==> config.mk <==
export PLATFORM = sky130hd
export DESIGN_NAME = cpu_mem_arbiter
export DESIGN_NICKNAME = d
export VERILOG_FILES = /design/src/rtl/cpu_pkg.sv /design/src/rtl/cpu_rr_pick.sv /design/src/rtl/cpu_mem_arbiter.sv
export SDC_FILE = /design/constraint.sdc
export NUM_CORES = 1
export LEC_CHECK = 0
export CORE_ASPECT_RATIO = 1.25
export CORE_MARGIN = 2
export CORE_UTILIZATION = 44
export DETAILED_ROUTE_END_ITERATION = 6
export HOLD_SLACK_MARGIN = 0.02
export PLACE_DENSITY = 0.92
export SETUP_SLACK_MARGIN = 0.4
export SYNTH_ARGS = -nofsm -noshare
export SYNTH_HDL_FRONTEND = slang
export SYNTH_HIERARCHICAL = 1
export SYNTH_SLANG_ARGS = --single-unit
==> constraint.sdc <==
create_clock -name aclk -period 4.3 [get_ports aclk]
set_input_delay 0.645 -clock aclk [delete_from_list [all_inputs] [get_ports aclk]]
set_output_delay 0.645 -clock aclk [all_outputs]
set_load 0.1 [all_outputs]
==> src/rtl/cpu_pkg.sv <==
// Shared CPU types and constants.
// Holds the memory-arbiter FSM states, the port identifiers used for
// ownership and round-robin history, and bus width constants.
package cpu_pkg;

  localparam int unsigned ADDR_W    = 32;
  localparam int unsigned DATA_W    = 32;
  localparam int unsigned WE_W      = 4;
  localparam int unsigned LAT_CNT_W = 2;

  localparam logic [WE_W-1:0] MEM_WE_NONE = 4'b0000;

  typedef enum logic [1:0] {
    IDLE,
    ISSUE,
    WAIT,
    RESP
  } e_arb_state;

  typedef enum logic {
    INST = 1'b0,
    DATA = 1'b1
  } e_port;

endpackage

==> src/rtl/cpu_rr_pick.sv <==
// Two-way round-robin / fixed-priority request picker (combinational).
// Ports:
//   req_i        [0] = inst request, [1] = data request
//   last_grant_i port granted most recently (INST/DATA encoding)
//   prio_i       1 = data wins every tie, 0 = alternate on ties
//   any_c_o      at least one request present
//   winner_c_o   selected port (INST/DATA encoding)
module cpu_rr_pick
  import cpu_pkg::*;
(
  input  logic [1:0] req_i,
  input  logic       last_grant_i,
  input  logic       prio_i,
  output logic       any_c_o,
  output logic       winner_c_o
);

  // On a tie, hand the grant to whichever port did not win last time.
  always_comb begin
    any_c_o    = |req_i;
    winner_c_o = INST;
    case (req_i)
      2'b01:   winner_c_o = INST;
      2'b10:   winner_c_o = DATA;
      2'b11:   winner_c_o = (prio_i || (last_grant_i == INST)) ? DATA : INST;
      default: winner_c_o = INST;
    endcase
  end

endmodule

==> src/rtl/cpu_mem_arbiter.sv <==
// Shares one single-ported synchronous memory between the CPU instruction
// and data ports, one transaction at a time, absorbing the read latency.
// Ports:
//   aclk, aresetn              clock, synchronous active-low reset
//   inst_* / data_*            req/addr/wdata/we in; gnt/rvalid/rdata out
//   mem_en, mem_we, mem_addr   memory command (word address)
//   mem_wdata, mem_rdata       memory write / read data
module cpu_mem_arbiter
  import cpu_pkg::*;
#(
  parameter int unsigned READ_LATENCY = 1,
  parameter bit          PRIO_DATA    = 1'b0
) (
  input  logic        aclk,
  input  logic        aresetn,
  input  logic        inst_req,
  input  logic [31:0] inst_addr,
  input  logic [31:0] inst_wdata,
  input  logic [3:0]  inst_we,
  output logic        inst_gnt,
  output logic        inst_rvalid,
  output logic [31:0] inst_rdata,
  input  logic        data_req,
  input  logic [31:0] data_addr,
  input  logic [31:0] data_wdata,
  input  logic [3:0]  data_we,
  output logic        data_gnt,
  output logic        data_rvalid,
  output logic [31:0] data_rdata,
  output logic        mem_en,
  output logic [3:0]  mem_we,
  output logic [31:0] mem_addr,
  output logic [31:0] mem_wdata,
  input  logic [31:0] mem_rdata
);

  if (READ_LATENCY < 1 || READ_LATENCY > 4) begin : g_bad_latency
    $error("cpu_mem_arbiter: READ_LATENCY=%0d is outside 1..4", READ_LATENCY);
  end

  e_arb_state          state_q, state_d;
  e_port               owner_q, owner_d;
  e_port               last_grant_q, last_grant_d;
  logic [ADDR_W-1:0]   addr_q, addr_d;
  logic [DATA_W-1:0]   wdata_q, wdata_d;
  logic [WE_W-1:0]     we_q, we_d;
  logic [LAT_CNT_W-1:0] cnt_q, cnt_d;
  logic                capture;

  logic                inst_gnt_q, inst_gnt_d, data_gnt_q, data_gnt_d;
  logic                inst_rvalid_q, inst_rvalid_d, data_rvalid_q, data_rvalid_d;
  logic [DATA_W-1:0]   inst_rdata_q, inst_rdata_d, data_rdata_q, data_rdata_d;
  logic                mem_en_q, mem_en_d;
  logic [WE_W-1:0]     mem_we_q, mem_we_d;
  logic [ADDR_W-1:0]   mem_addr_q, mem_addr_d;
  logic [DATA_W-1:0]   mem_wdata_q, mem_wdata_d;

  logic                pick_any;
  logic                pick_winner;

  // Byte-lane bits are not part of the word address; lanes are chosen via we.
  logic unused_byte_lane;
  assign unused_byte_lane = ^{inst_addr[1:0], data_addr[1:0]};

  cpu_rr_pick u_pick (
    .req_i        ({data_req, inst_req}),
    .last_grant_i (last_grant_q),
    .prio_i       (PRIO_DATA),
    .any_c_o      (pick_any),
    .winner_c_o   (pick_winner)
  );

  // State and latched-request registers.
  always_ff @(posedge aclk) begin
    if (!aresetn) begin
      state_q      <= IDLE;
      owner_q      <= INST;
      last_grant_q <= DATA;
      addr_q       <= '0;
      wdata_q      <= '0;
      we_q         <= MEM_WE_NONE;
      cnt_q        <= '0;
    end else begin
      state_q      <= state_d;
      owner_q      <= owner_d;
      last_grant_q <= last_grant_d;
      addr_q       <= addr_d;
      wdata_q      <= wdata_d;
      we_q         <= we_d;
      cnt_q        <= cnt_d;
    end
  end

  // Next-state: arbitrate in IDLE, count out the read latency in WAIT.
  always_comb begin
    state_d      = state_q;
    owner_d      = owner_q;
    last_grant_d = last_grant_q;
    addr_d       = addr_q;
    wdata_d      = wdata_q;
    we_d         = we_q;
    cnt_d        = cnt_q;
    capture      = 1'b0;
    case (state_q)
      IDLE: begin
        if (pick_any) begin
          state_d      = ISSUE;
          owner_d      = e_port'(pick_winner);
          last_grant_d = e_port'(pick_winner);
          if (pick_winner == DATA) begin
            addr_d  = {2'b00, data_addr[ADDR_W-1:2]};
            wdata_d = data_wdata;
            we_d    = data_we;
          end else begin
            addr_d  = {2'b00, inst_addr[ADDR_W-1:2]};
            wdata_d = inst_wdata;
            we_d    = inst_we;
          end
        end
      end
      ISSUE: begin
        cnt_d   = LAT_CNT_W'(READ_LATENCY - 1);
        state_d = WAIT;
      end
      WAIT: begin
        if (cnt_q == '0) begin
          capture = 1'b1;
          state_d = RESP;
        end else begin
          cnt_d = cnt_q - LAT_CNT_W'(1);
        end
      end
      RESP:    state_d = IDLE;
      default: state_d = IDLE;
    endcase
  end

  // Outputs are decoded from the next state so they appear registered.
  always_comb begin
    mem_en_d      = (state_d == ISSUE);
    mem_we_d      = (state_d == ISSUE) ? we_d : MEM_WE_NONE;
    mem_addr_d    = addr_d;
    mem_wdata_d   = wdata_d;
    inst_gnt_d    = (state_d == ISSUE) && (owner_d == INST);
    data_gnt_d    = (state_d == ISSUE) && (owner_d == DATA);
    inst_rvalid_d = (state_d == RESP) && (owner_d == INST);
    data_rvalid_d = (state_d == RESP) && (owner_d == DATA);
    inst_rdata_d  = inst_rdata_q;
    data_rdata_d  = data_rdata_q;
    if (capture) begin
      if (owner_q == INST) inst_rdata_d = mem_rdata;
      else                 data_rdata_d = mem_rdata;
    end
  end

  // Output registers.
  always_ff @(posedge aclk) begin
    if (!aresetn) begin
      mem_en_q      <= 1'b0;
      mem_we_q      <= MEM_WE_NONE;
      mem_addr_q    <= '0;
      mem_wdata_q   <= '0;
      inst_gnt_q    <= 1'b0;
      data_gnt_q    <= 1'b0;
      inst_rvalid_q <= 1'b0;
      data_rvalid_q <= 1'b0;
      inst_rdata_q  <= '0;
      data_rdata_q  <= '0;
    end else begin
      mem_en_q      <= mem_en_d;
      mem_we_q      <= mem_we_d;
      mem_addr_q    <= mem_addr_d;
      mem_wdata_q   <= mem_wdata_d;
      inst_gnt_q    <= inst_gnt_d;
      data_gnt_q    <= data_gnt_d;
      inst_rvalid_q <= inst_rvalid_d;
      data_rvalid_q <= data_rvalid_d;
      inst_rdata_q  <= inst_rdata_d;
      data_rdata_q  <= data_rdata_d;
    end
  end

  assign mem_en      = mem_en_q;
  assign mem_we      = mem_we_q;
  assign mem_addr    = mem_addr_q;
  assign mem_wdata   = mem_wdata_q;
  assign inst_gnt    = inst_gnt_q;
  assign data_gnt    = data_gnt_q;
  assign inst_rvalid = inst_rvalid_q;
  assign data_rvalid = data_rvalid_q;
  assign inst_rdata  = inst_rdata_q;
  assign data_rdata  = data_rdata_q;

endmodule

==> impl_results.md <==
- Die Y-Extent: 137 um
- Max incr delay on CP: 1.19 ns
- VDD IR-drop max: 256 uV
- Final setup viols: 0
- Fin area: 9750 sq um
- Buffers plus inverters on the worst setup path: 1
- Clock power frac: 32.1%
- Initial antenna violation count: 0
- Library cells used by synthesis: 36
- Via count: 5538
- Worst Hold Margin: 0.450 ns
- # hold bufs at CTS: 0
- Peak fanout along the critical path: 2
- Antenna viol nets, final: 0
- Top post-synthesis cells by area: dfxtp_1 (47%), nand2_1 (12%), mux2i_1 (11%), o211a_1 (10%), a21boi_0 (5.9%)
- Post-synthesis sequential area ratio: 46.6%
- WHS Path Cells: 2
- Num ports: 309
- Place WS: 1.49 ns
- # port buffers: 302
- Top cell type's share of synthesized area: 46.6%
- CP Launch Type: flop
- Post-Syn Area: 6230 sq um
- Hold Crit Start: data_rdata[31]
- Hold Crit Class: flop to flop
- Global-route wire length before repair: 25700 um
- Routability cong.: 0.776
- Register Area: 2900 sq um
- Initial Util: 45.1%
- Tot GR Track Use: 21.8%
- Post-CTS sizing: 0
- Gr ovfl total: 0
- First drt pass iteration count: 4
- Period utilization: 60.2%
- Final net count: 1097
- Worst endpoint data arrival time: 1.94 ns
- R2R Setup Slk: 2.21 ns
- Slew HR: 29.9%
- Commonest non-fill, non-tap cells in the layout: clkdlybuf4s50_1 (301), nand2_1 (193), dfxtp_1 (145)
- Final slew viol count: 0
- Max cap viols: 0
- Sink Count: 145
- Internal Pwr Total: 2.83 mW
- Hpwl dp: 12300 um
- Starting DRT DRC Count: 196
- Commonest non-fill, non-tap cell in the layout: clkdlybuf4s50_1
- # fillers: 1013
- DRC viols: 0
- Post-layout worst setup margin: 1.71 ns
- Vias per std cell: 5.00
- Logic pwr share: 35.1%
- CP Cell Sequence: clkdlybuf4s50_1
- Worst reg2reg endpoint: mem_addr[14]
- Clock slew at reported path FFs: 0.06 ns
- Htree depth: 4
- Max Buffers Root-to-Sink: 2
- R2R cell count: 6
- Root Buffer: clkbuf_16
- Hold Vio Cnt, Final: 0
- Ant diodes: 0
- Maximum clock rate: 386 MHz
- Kind of critical path: flop to primary output
- Status: finished clean
- Synth warn: 6
- Share of layout cells above drive strength 1: 6.00%
- RR Startpoint: state_q[0]
- Fin util: 70.6%
- Synth area leader: dfxtp_1
- Slowest CP cell: clkdlybuf4s50_1
- Post-CTS setup buffer count: 0
- Largest net degree at the start of global routing: 85
- WP depth: 1
- Psw: 1.83 mW
- Worst-skew pair later-pin latency: 0.42 ns
- RSZ-0062 raised after global routing: no
- P per Cell Area: 477 nW/um^2
- Final setup TNS: 0 ns
- CTS Buf Count: 17
- Sw Ratio: 39.2%
- Measured slew at the worst slew-check pin: 1.05 ns
- Crit path max-delay family: buffers and inverters
- Flops & latches, synth: 145
- Mean area per synthesized cell: 9.76 sq um
- CTS tree: done
- Dpl cell area: 9160 sq um
- Die width: 110 um
- Multi-input gate area: 2900 sq um
- Die ar.: 15100 sq um
- Crit end category: primary output
- Total core area: 13800 sq um
- Via count of the first global-routing pass: 5435
- Critical Path RT: 3.65 ns
- Synth-to-layout area growth: 56.7%
- Wire per inst: 15.2 um
- WHS Endpoint: data_rdata[31]
- Row Count: 48
- Sequential share of power: 32.8%
- Tmin final: 2.59 ns
- Gate Count Post-Synth: 638
- Leak Pwr: 4.19 nW
- Max Clock Skew: 0.0143 ns
- Post-Route WL: 16800 um
power by group through the flow:
stage | clock network (mW) | registers [mW] | logic (mW)
floorplan | 0 | 2.37 | 0.394
global placement | 0 | 1.55 | 1.62
detailed placement | 0 | 1.56 | 1.64
CTS | 1.52 | 1.53 | 1.64
global route | 1.58 | 1.54 | 1.71
finish | 1.49 | 1.53 | 1.63
per-stage QoR:
stage	instances	total power, mW
floorplan	640	2.77
global placement	1076	3.17
detailed placement	1076	3.20
CTS	1108	4.69
global route	1108	4.83
finish	1108	4.66
registers in the layout, summed over array words and instances (netlist names), 2 cells and up:
signal / count
mem_wdata: 32
state_q: 2
cnt_q: 2
data_rdata: 32
inst_rdata: 32
we_q: 4
mem_we: 4
mem_addr: 30
synthesized netlist by cell type (all sizes together):
cell      n
nand2   193
dfxtp   145
a21boi   66
mux2i    66
o211a    62
buf      44
clkbuf    9
inv       7
ha        5
nor2b     5
nor3      5
mux2      4
and2      3
nand3b    3
o21ai     3
a21oi     2
and3      2
and3b     2
nand3     2
nor2      2
nor3b     2
o21a      2
conb      1
nand2b    1
o221ai    1
or2       1
how the worst max path moves through the flow:
stage	start	endpoint	slack, ns
2_1_floorplan	inst_req	mem_we[1]	2.56
3_3_place_gp	inst_req	mem_wdata[4]	1.54
3_5_place_dp	data_req	mem_addr[14]	1.49
4_1_cts	mem_addr[21]	mem_addr[21]	1.71
5_1_grt	mem_addr[21]	mem_addr[21]	1.67
6_report	mem_addr[21]	mem_addr[21]	1.71
final cells by class:
class | count | share of cell area, %
tap | 175 | 2.24
clock buffer | 18 | 4.40
clock inverter | 14 | 1.72
inverter | 7 | 0.269
sequential | 145 | 29.8
timing repair buffer | 314 | 31.9
multi-input combinational | 435 | 29.7
kinds of logic (layout without fill, tap and decap cells):
family	Yosys count	in the layout	synth area share [%]
AOI/OAI and AO/OA	136	136	19.2
other	1	3	0.0602
buffers and inverters	60	353	7.05
DFF	145	145	46.6
muxes	70	70	11.3
adders and majority gates	5	5	1.00
and+or+nand+nor	221	221	14.7
routing by layer:
metal	GRT usage, %	wire, um	vias up	part of all wire (%)
li1	-	-	2728	-
met1	22.9	6250	2580	37
met2	39.1	8740	201	52
met3	7.24	1400	29	8.3
met4	9.38	421	0	2.5
met5	0	0	-	0
(Power assumes the default switching activity.)
